$ cat config.mk
export PLATFORM = sky130hd
export DESIGN_NAME = hazard_ctrl
export DESIGN_NICKNAME = d
export VERILOG_FILES = /design/src/rtl/hazard_pkg.sv /design/src/rtl/mul_busy_ctr.sv /design/src/rtl/hazard_ctrl.sv
export SDC_FILE = /design/constraint.sdc
export NUM_CORES = 1
export LEC_CHECK = 0
export ABC_AREA = 1
export BUFFER_PORTS_ARGS = -buffer_cell sky130_fd_sc_hd__buf_2
export CAP_MARGIN = 20
export CORE_MARGIN = 3
export CORE_UTILIZATION = 35
export CTS_BUF_LIST = sky130_fd_sc_hd__clkbuf_16
export CTS_CLUSTER_SIZE = 16
export DETAILED_ROUTE_END_ITERATION = 8
export PLACE_DENSITY = 0.67
export SKIP_LAST_GASP = 1
export SLEW_MARGIN = 20
export SYNTH_ARGS = -nofsm -noshare
export SYNTH_HDL_FRONTEND = slang
export SYNTH_SLANG_ARGS = --single-unit
export TNS_END_PERCENT = 5
$ cat constraint.sdc
create_clock -name clk -period 2.35 [get_ports clk]
set_input_delay 0.1175 -clock clk [delete_from_list [all_inputs] [get_ports clk]]
set_output_delay 0.1175 -clock clk [all_outputs]
set_load 0.03 [all_outputs]
$ cat src/rtl/hazard_pkg.sv
// Shared encodings for the pipeline hazard controller: forward selects and multiplier FSM states.
package hazard_pkg;
  localparam logic [1:0] FWD_RF = 2'b00;
  localparam logic [1:0] FWD_M  = 2'b01;
  localparam logic [1:0] FWD_WB = 2'b10;

  localparam int MUL_CNT_W = 4;

  typedef enum logic {IDLE = 1'b0, BUSY = 1'b1} mul_state_t;
endpackage

$ cat src/rtl/mul_busy_ctr.sv
// HI/LO multiplier occupancy tracker: busy for MUL_LAT-1 cycles after each start.
// A start while busy restarts the count.
module mul_busy_ctr
  import hazard_pkg::*;
#(
  parameter int MUL_LAT = 4
) (
  input  logic clk,
  input  logic rst,
  input  logic mul_start,
  output logic mul_busy
);
  localparam logic [MUL_CNT_W-1:0] RELOAD = MUL_CNT_W'(MUL_LAT - 1);

  mul_state_t           state_q, state_d;
  logic [MUL_CNT_W-1:0] cnt_q, cnt_d;
  logic                 busy_q, busy_d;

  always_comb begin
    state_d = state_q;
    cnt_d   = cnt_q;
    case (state_q)
      IDLE: if (mul_start && (MUL_LAT > 1)) begin
        state_d = BUSY;
        cnt_d   = RELOAD;
      end
      BUSY: if (mul_start) begin
        cnt_d = RELOAD;
      end else begin
        cnt_d = cnt_q - 1'b1;
        if (cnt_q == MUL_CNT_W'(1)) state_d = IDLE;
      end
    endcase
    busy_d = (state_d == BUSY);
  end

  always_ff @(posedge clk or posedge rst) begin
    if (rst) begin
      state_q <= IDLE;
      cnt_q   <= '0;
      busy_q  <= 1'b0;
    end else begin
      state_q <= state_d;
      cnt_q   <= cnt_d;
      busy_q  <= busy_d;
    end
  end

  assign mul_busy = busy_q;
endmodule

$ cat src/rtl/hazard_ctrl.sv
// Pipeline hazard unit: operand forwarding, load-use / HI-LO stalls, branch/jump flushes.
// Define HAZARD_PERF_EN to add saturating stall/flush performance counters.
module hazard_ctrl
  import hazard_pkg::*;
#(
  parameter int RA_W    = 5,
  parameter int MUL_LAT = 4,
  parameter int CNT_W   = 16
) (
  input  logic            clk,
  input  logic            rst,
  input  logic [RA_W-1:0] rs1_D,
  input  logic [RA_W-1:0] rs2_D,
  input  logic [RA_W-1:0] rs1_E,
  input  logic [RA_W-1:0] rs2_E,
  input  logic [RA_W-1:0] wa_E,
  input  logic [RA_W-1:0] wa_M,
  input  logic [RA_W-1:0] wa_WB,
  input  logic            we_reg_E,
  input  logic            we_reg_M,
  input  logic            we_reg_WB,
  input  logic            dm2reg_E,
  input  logic            branch_taken_E,
  input  logic            jump_D,
  input  logic            mul_start_E,
  input  logic            hilo_access_D,
  output logic [1:0]      fwd_rd1_E,
  output logic [1:0]      fwd_rd2_E,
  output logic            stall_pc,
  output logic            stall_f2d,
  output logic            stall_d2e,
  output logic            stall_e2m,
  output logic            stall_m2wb,
  output logic            flush_f2d,
  output logic            flush_d2e,
  output logic            mul_busy
`ifdef HAZARD_PERF_EN
  ,
  output logic [CNT_W-1:0] stall_cnt,
  output logic [CNT_W-1:0] flush_cnt
`endif
);
  if (MUL_LAT < 1 || MUL_LAT > 15) begin : g_bad_lat
    $error("hazard_ctrl: MUL_LAT must be 1..15");
  end
  if (CNT_W < 1) begin : g_bad_cnt
    $error("hazard_ctrl: CNT_W must be >= 1");
  end

  logic m_hit1, m_hit2, wb_hit1, wb_hit2;
  logic load_use, hilo_stall, stall_req;

  assign m_hit1  = we_reg_M  && (wa_M  != '0) && (wa_M  == rs1_E);
  assign m_hit2  = we_reg_M  && (wa_M  != '0) && (wa_M  == rs2_E);
  assign wb_hit1 = we_reg_WB && (wa_WB != '0) && (wa_WB == rs1_E);
  assign wb_hit2 = we_reg_WB && (wa_WB != '0) && (wa_WB == rs2_E);

  assign fwd_rd1_E = m_hit1 ? FWD_M : (wb_hit1 ? FWD_WB : FWD_RF);
  assign fwd_rd2_E = m_hit2 ? FWD_M : (wb_hit2 ? FWD_WB : FWD_RF);

  mul_busy_ctr #(.MUL_LAT(MUL_LAT)) u_mul (
    .clk      (clk),
    .rst      (rst),
    .mul_start(mul_start_E),
    .mul_busy (mul_busy)
  );

  assign load_use   = dm2reg_E && we_reg_E && (wa_E != '0) &&
                      ((wa_E == rs1_D) || (wa_E == rs2_D));
  assign hilo_stall = hilo_access_D && mul_busy;
  assign stall_req  = load_use || hilo_stall;

  // A taken branch squashes the younger instructions, so any stall on them is moot.
  always_comb begin
    stall_pc  = 1'b0;
    stall_f2d = 1'b0;
    flush_f2d = 1'b0;
    flush_d2e = 1'b0;
    if (branch_taken_E) begin
      flush_f2d = 1'b1;
      flush_d2e = 1'b1;
    end else begin
      stall_pc  = stall_req;
      stall_f2d = stall_req;
      flush_d2e = stall_req;
      flush_f2d = jump_D && !stall_req;
    end
  end

  assign stall_d2e  = 1'b0;
  assign stall_e2m  = 1'b0;
  assign stall_m2wb = 1'b0;

`ifdef HAZARD_PERF_EN
  logic [CNT_W-1:0] stall_cnt_q, stall_cnt_d, flush_cnt_q, flush_cnt_d;

  always_comb begin
    stall_cnt_d = stall_cnt_q;
    flush_cnt_d = flush_cnt_q;
    if (stall_pc  && (stall_cnt_q != '1)) stall_cnt_d = stall_cnt_q + 1'b1;
    if (flush_d2e && (flush_cnt_q != '1)) flush_cnt_d = flush_cnt_q + 1'b1;
  end

  always_ff @(posedge clk or posedge rst) begin
    if (rst) begin
      stall_cnt_q <= '0;
      flush_cnt_q <= '0;
    end else begin
      stall_cnt_q <= stall_cnt_d;
      flush_cnt_q <= flush_cnt_d;
    end
  end

  assign stall_cnt = stall_cnt_q;
  assign flush_cnt = flush_cnt_q;
`endif
endmodule

-- Yosys cells after proc, flatten, opt, wreduce, memory -nomap -nowiden
Cells that the tools add are included.
W data, S select, Z words.
- bits in writable memories: 0
- memories kept: 0
- input bits: 45
- bits in latches: 0
- register bits: 5
- word-level logic and storage cells: 43
- ROM bits: 0
- bitwise operators: 1
- equality and inequality tests: 8
- mux-type cells: 14
- reduce and logical (&&, ||, !) cells: 17
- $lt $le $gt $ge: 0
- div/mod/pow operators: 0
- shifts and indexed selects: 0
- add/sub/neg operators: 1
- multiply operators: 0
- operators by type and width (kind ; count):
    $eq A5 B5 Y1 ; 6
    $reduce_bool A5 Y1 ; 3
    $logic_and A1 B1 Y1 ; 11
    $mux W2 ; 4
    $mux W4 ; 2
    $pmux W4 S2 ; 1
    $mux W1 ; 6
    $eq A4 B1 Y1 const B ; 1
    $sub A4 B1 Y4 const B ; 1
    $logic_or A1 B1 Y1 ; 2
    $ne A2 B2 Y1 const B ; 1
    $pmux W1 S2 ; 1
    $logic_not A1 Y1 ; 1
    $not A1 Y1 ; 1

-- Logic depth before layout (Yosys ltp)
- word-level depth: 7
- depth in mapped cells: 9
- depth with buffers taken out: 9

-- Modules after synthesis
A second synthesis with hierarchy kept.
- cell total of the unflattened synthesis: 130
- area, all modules: 819.5 µm²
- modules (own cells, without submodules) (module ; area an instance (µm²) ; times used ; cells each):
    hazard_ctrl ; 565.5 ; 1 ; 102
    mul_busy_ctr ; 254.0 ; 1 ; 28

-- Worst setup path before layout
No wires, ideal clock.
- kind: reg2out
- start point: register u_mul.state_q (netlist name)
- end point: output port stall_pc
- buffers on the path: 1
- stages on the path, launching flop included: 4
- data arrival time: 1.336 ns
- path slack: 0.896 ns
- path through: dfrtp_1 -> nand2_1 -> a21oi_2 -> buf_4
- RTL lines (element ; line ; RTL):
    to (decl) ; hazard_ctrl.sv:29 ; output logic stall_pc,

==> metrics.yaml <==
finish:
  fill_cells: 228
  multi_input_comb_area_sq_um: 571
  regArea_sq_um: 125
  nNetsFinal: 233
  drive_gt1_share_pct: 35.1
  diodes: 0
  area_delta_synth_final_pct: 43.3
die:
  core-area_sq_um: 2080
  fp.dieH_microns: 54.2
  die_area_sq_um: 2930
  chipWidth_microns: 54.2
  ios: 57
  rows: 16
  start_util_pct: 39.0
cts:
  cts_tree: "done"
  cts_sinks: 5
  clk_path_buf_depth: 2
  clock-root-buffer: "clkbuf_16"
  clock_latency_ps: 230
  numCtsBuffers: 3
  htreeDepth: 1
  cts_resized: 0
  cts_setup_buffers: 0
  clk_pin_slew_worst_paths_ps: 30
routing:
  antenna_left: 0
  route.detailed.drc: 0
  vias: 972
  wl_per_cell_microns: 10.6
  drt_iter0_drc: 11
  drt-total-wl_microns: 2240
  via_per_inst: 4.58
  drtPass1Iterations: 4
synth:
  synth_area_sq_um: 812
  yosysSeqAreaShare_pct: 15.4
  ys_ff_latch: 5
  yosys.area.top_type: "dfrtp_1"
  synth_top_area_share_pct: 15.4
  netlist-cell-type-count: 21
  synthCells: 131
  synth.area.top_cells: "dfrtp_1, xnor2_1, nand2_1"
  ys_warn_count: 0
  syn_area_per_cell_sq_um: 6.20
grt:
  grt_pass1_wl_microns: 3330
  antenna_found_initial: 0
  grt.overflow.total: 0
  grt_max_degree: 8
  grt_pass1_vias: 865
  track_usage_pct: 15.3
timing:
  post-route-period-util_pct: 55.3
  rsz0062_at_grt: "no"
  hold_viol: 0
  fin_skew_ps: 1.52
  fin_setup_tns_ps: 0
  drv_slew: 0
  max_freq_mhz: 769
  holdWs_ps: 157
  fin_crit_ps: 1300
  setup_violations: 0
place:
  routabilityCongestion: 0.763
  io_buffers: 53
  place_hpwl_microns: 1970
job:
  maxCapViolCount: 0
setup_path:
  rrSetupSlack_ps: 1250
  end_kind: "output pin"
  worstSetupStartpointType: "flip-flop"
  critical_path_class: "reg2out"
  worst_ep_required_time_ps: 2230
  crit_arrival_ps: 1180
  critPathMaxFanout: 7
power_and_ir_drop:
  irDropWorstVdd_mv: 0.495
  power_density_nw_per_um2: 591
  p_leak_nw: 0.681
min_path:
  hold_class: "in2reg"
run_status:
  outcome: "completed"
[per-stage QoR]
stage	cells	total power, mW	util [%]	cell area [sq um]	setup WS, ps
floorplan	133	0.312	-	820	896
global placement	207	0.398	51.6	1070	1170
detailed placement	207	0.408	51.6	1070	1160
CTS	212	0.694	55.9	1160	1030
global route	212	0.742	55.9	1160	943
finish	212	0.688	55.9	1160	1050
[cells by family (layout without fill, tap and decap cells)]
| group | after synthesis | after routing | share of synthesized area, % |
|---|---|---|---|
| other | 1 | 3 | 0.462 |
| flip-flops | 5 | 5 | 15.4 |
| AND/OR/NAND/NOR | 65 | 65 | 35.4 |
| buffers and inverters | 27 | 79 | 15.3 |
| XOR/XNOR | 22 | 22 | 23.7 |
| AO/OA/AOI/OAI | 9 | 9 | 6.63 |
| adder cells (fa/ha/maj) | 2 | 2 | 3.08 |
[placed cells by master (no fill, tap or decap), drive strengths merged]
master | netlist | routed
xor2 | 8 | 8
buf | 6 | 53
a31oi | 1 | 1
nand4 | 4 | 4
nand3 | 6 | 6
clkbuf | 0 | 3
clkinv | 0 | 1
dlygate4sd3 | 0 | 1
o21ai | 4 | 4
nor2 | 18 | 18
inv | 21 | 21
xnor2 | 14 | 14
conb | 1 | 3
ha | 2 | 2
nor3 | 7 | 7
and3 | 1 | 1
dfrtp | 5 | 5
a21oi | 4 | 4
nand2 | 29 | 29
[what timing repair did]
item | CTS | global route
endpoints found under the hold margin | 5 | 0
setup endpoints to repair | 0 | 0
hold buffers | 1 | 0
[report_power, final]
group	internal [mW]	total (mW)	switching (mW)
combinational	0.106	0.266	0.160
sequential	0.114	0.143	0.0297
clock	0.222	0.278	0.0562
total	0.442	0.688	0.246
[layer usage]
layer | global-route usage [%] | wire length [microns] | share of wire [%]
met1 | 17.1 | 869 | 39
met2 | 29.1 | 1180 | 53
met3 | 2.22 | 186 | 8.3
met4 | 4.98 | 7 | 0.31
met5 | 0 | 0 | 0
[area by class of cell]
cell class / count / share of cell area, %
tap: 27 / 2.90
clock inverter: 1 / 0.430
clock buffer: 3 / 6.45
sequential: 5 / 10.8
inverter: 21 / 6.77
multi-input combinational: 101 / 49.0
timing repair buffer: 54 / 23.7
[path summary, 6_finish.rpt]
kind                                 from             end  cells after the start
setup / recovery            u_mul.state_q        stall_pc                      3
setup reg to reg            u_mul.state_q  u_mul.cnt_q[3]                      4
min in group asynchronous             rst  u_mul.cnt_q[0]                      3
max in group asynchronous             rst  u_mul.cnt_q[1]                      3
hold / removal                mul_start_E  u_mul.cnt_q[2]                      2
hold reg to reg            u_mul.cnt_q[1]  u_mul.cnt_q[1]                      2
[sequential cells by signal (all words and copies together) (netlist names)]
name           count
u_mul.cnt_q        4
u_mul.state_q      1
[critical path, stage by stage (launching register included)]
cell	delay [ps]
dfrtp_1	450
nand2_1	140
a21oi_2	160
buf_2	210
[cell usage after synthesis]
| library cell | number |
|---|---|
| a31oi_1 | 1 |
| o21ai_0 | 3 |
| dfrtp_1 | 5 |
| xnor2_1 | 14 |
| nand3_1 | 6 |
| nand2_2 | 2 |
| inv_2 | 2 |
| ha_1 | 2 |
| a21oi_1 | 3 |
| inv_1 | 19 |
| nand4_1 | 4 |
| o21ai_2 | 1 |
| conb_1 | 1 |
| and3_1 | 1 |
| nor3_2 | 2 |
| nand2_1 | 27 |
| nor2_1 | 18 |
| buf_4 | 6 |
| xor2_1 | 8 |
| a21oi_2 | 1 |
| nor3_1 | 5 |
Power figures use the tool's default switching activity.
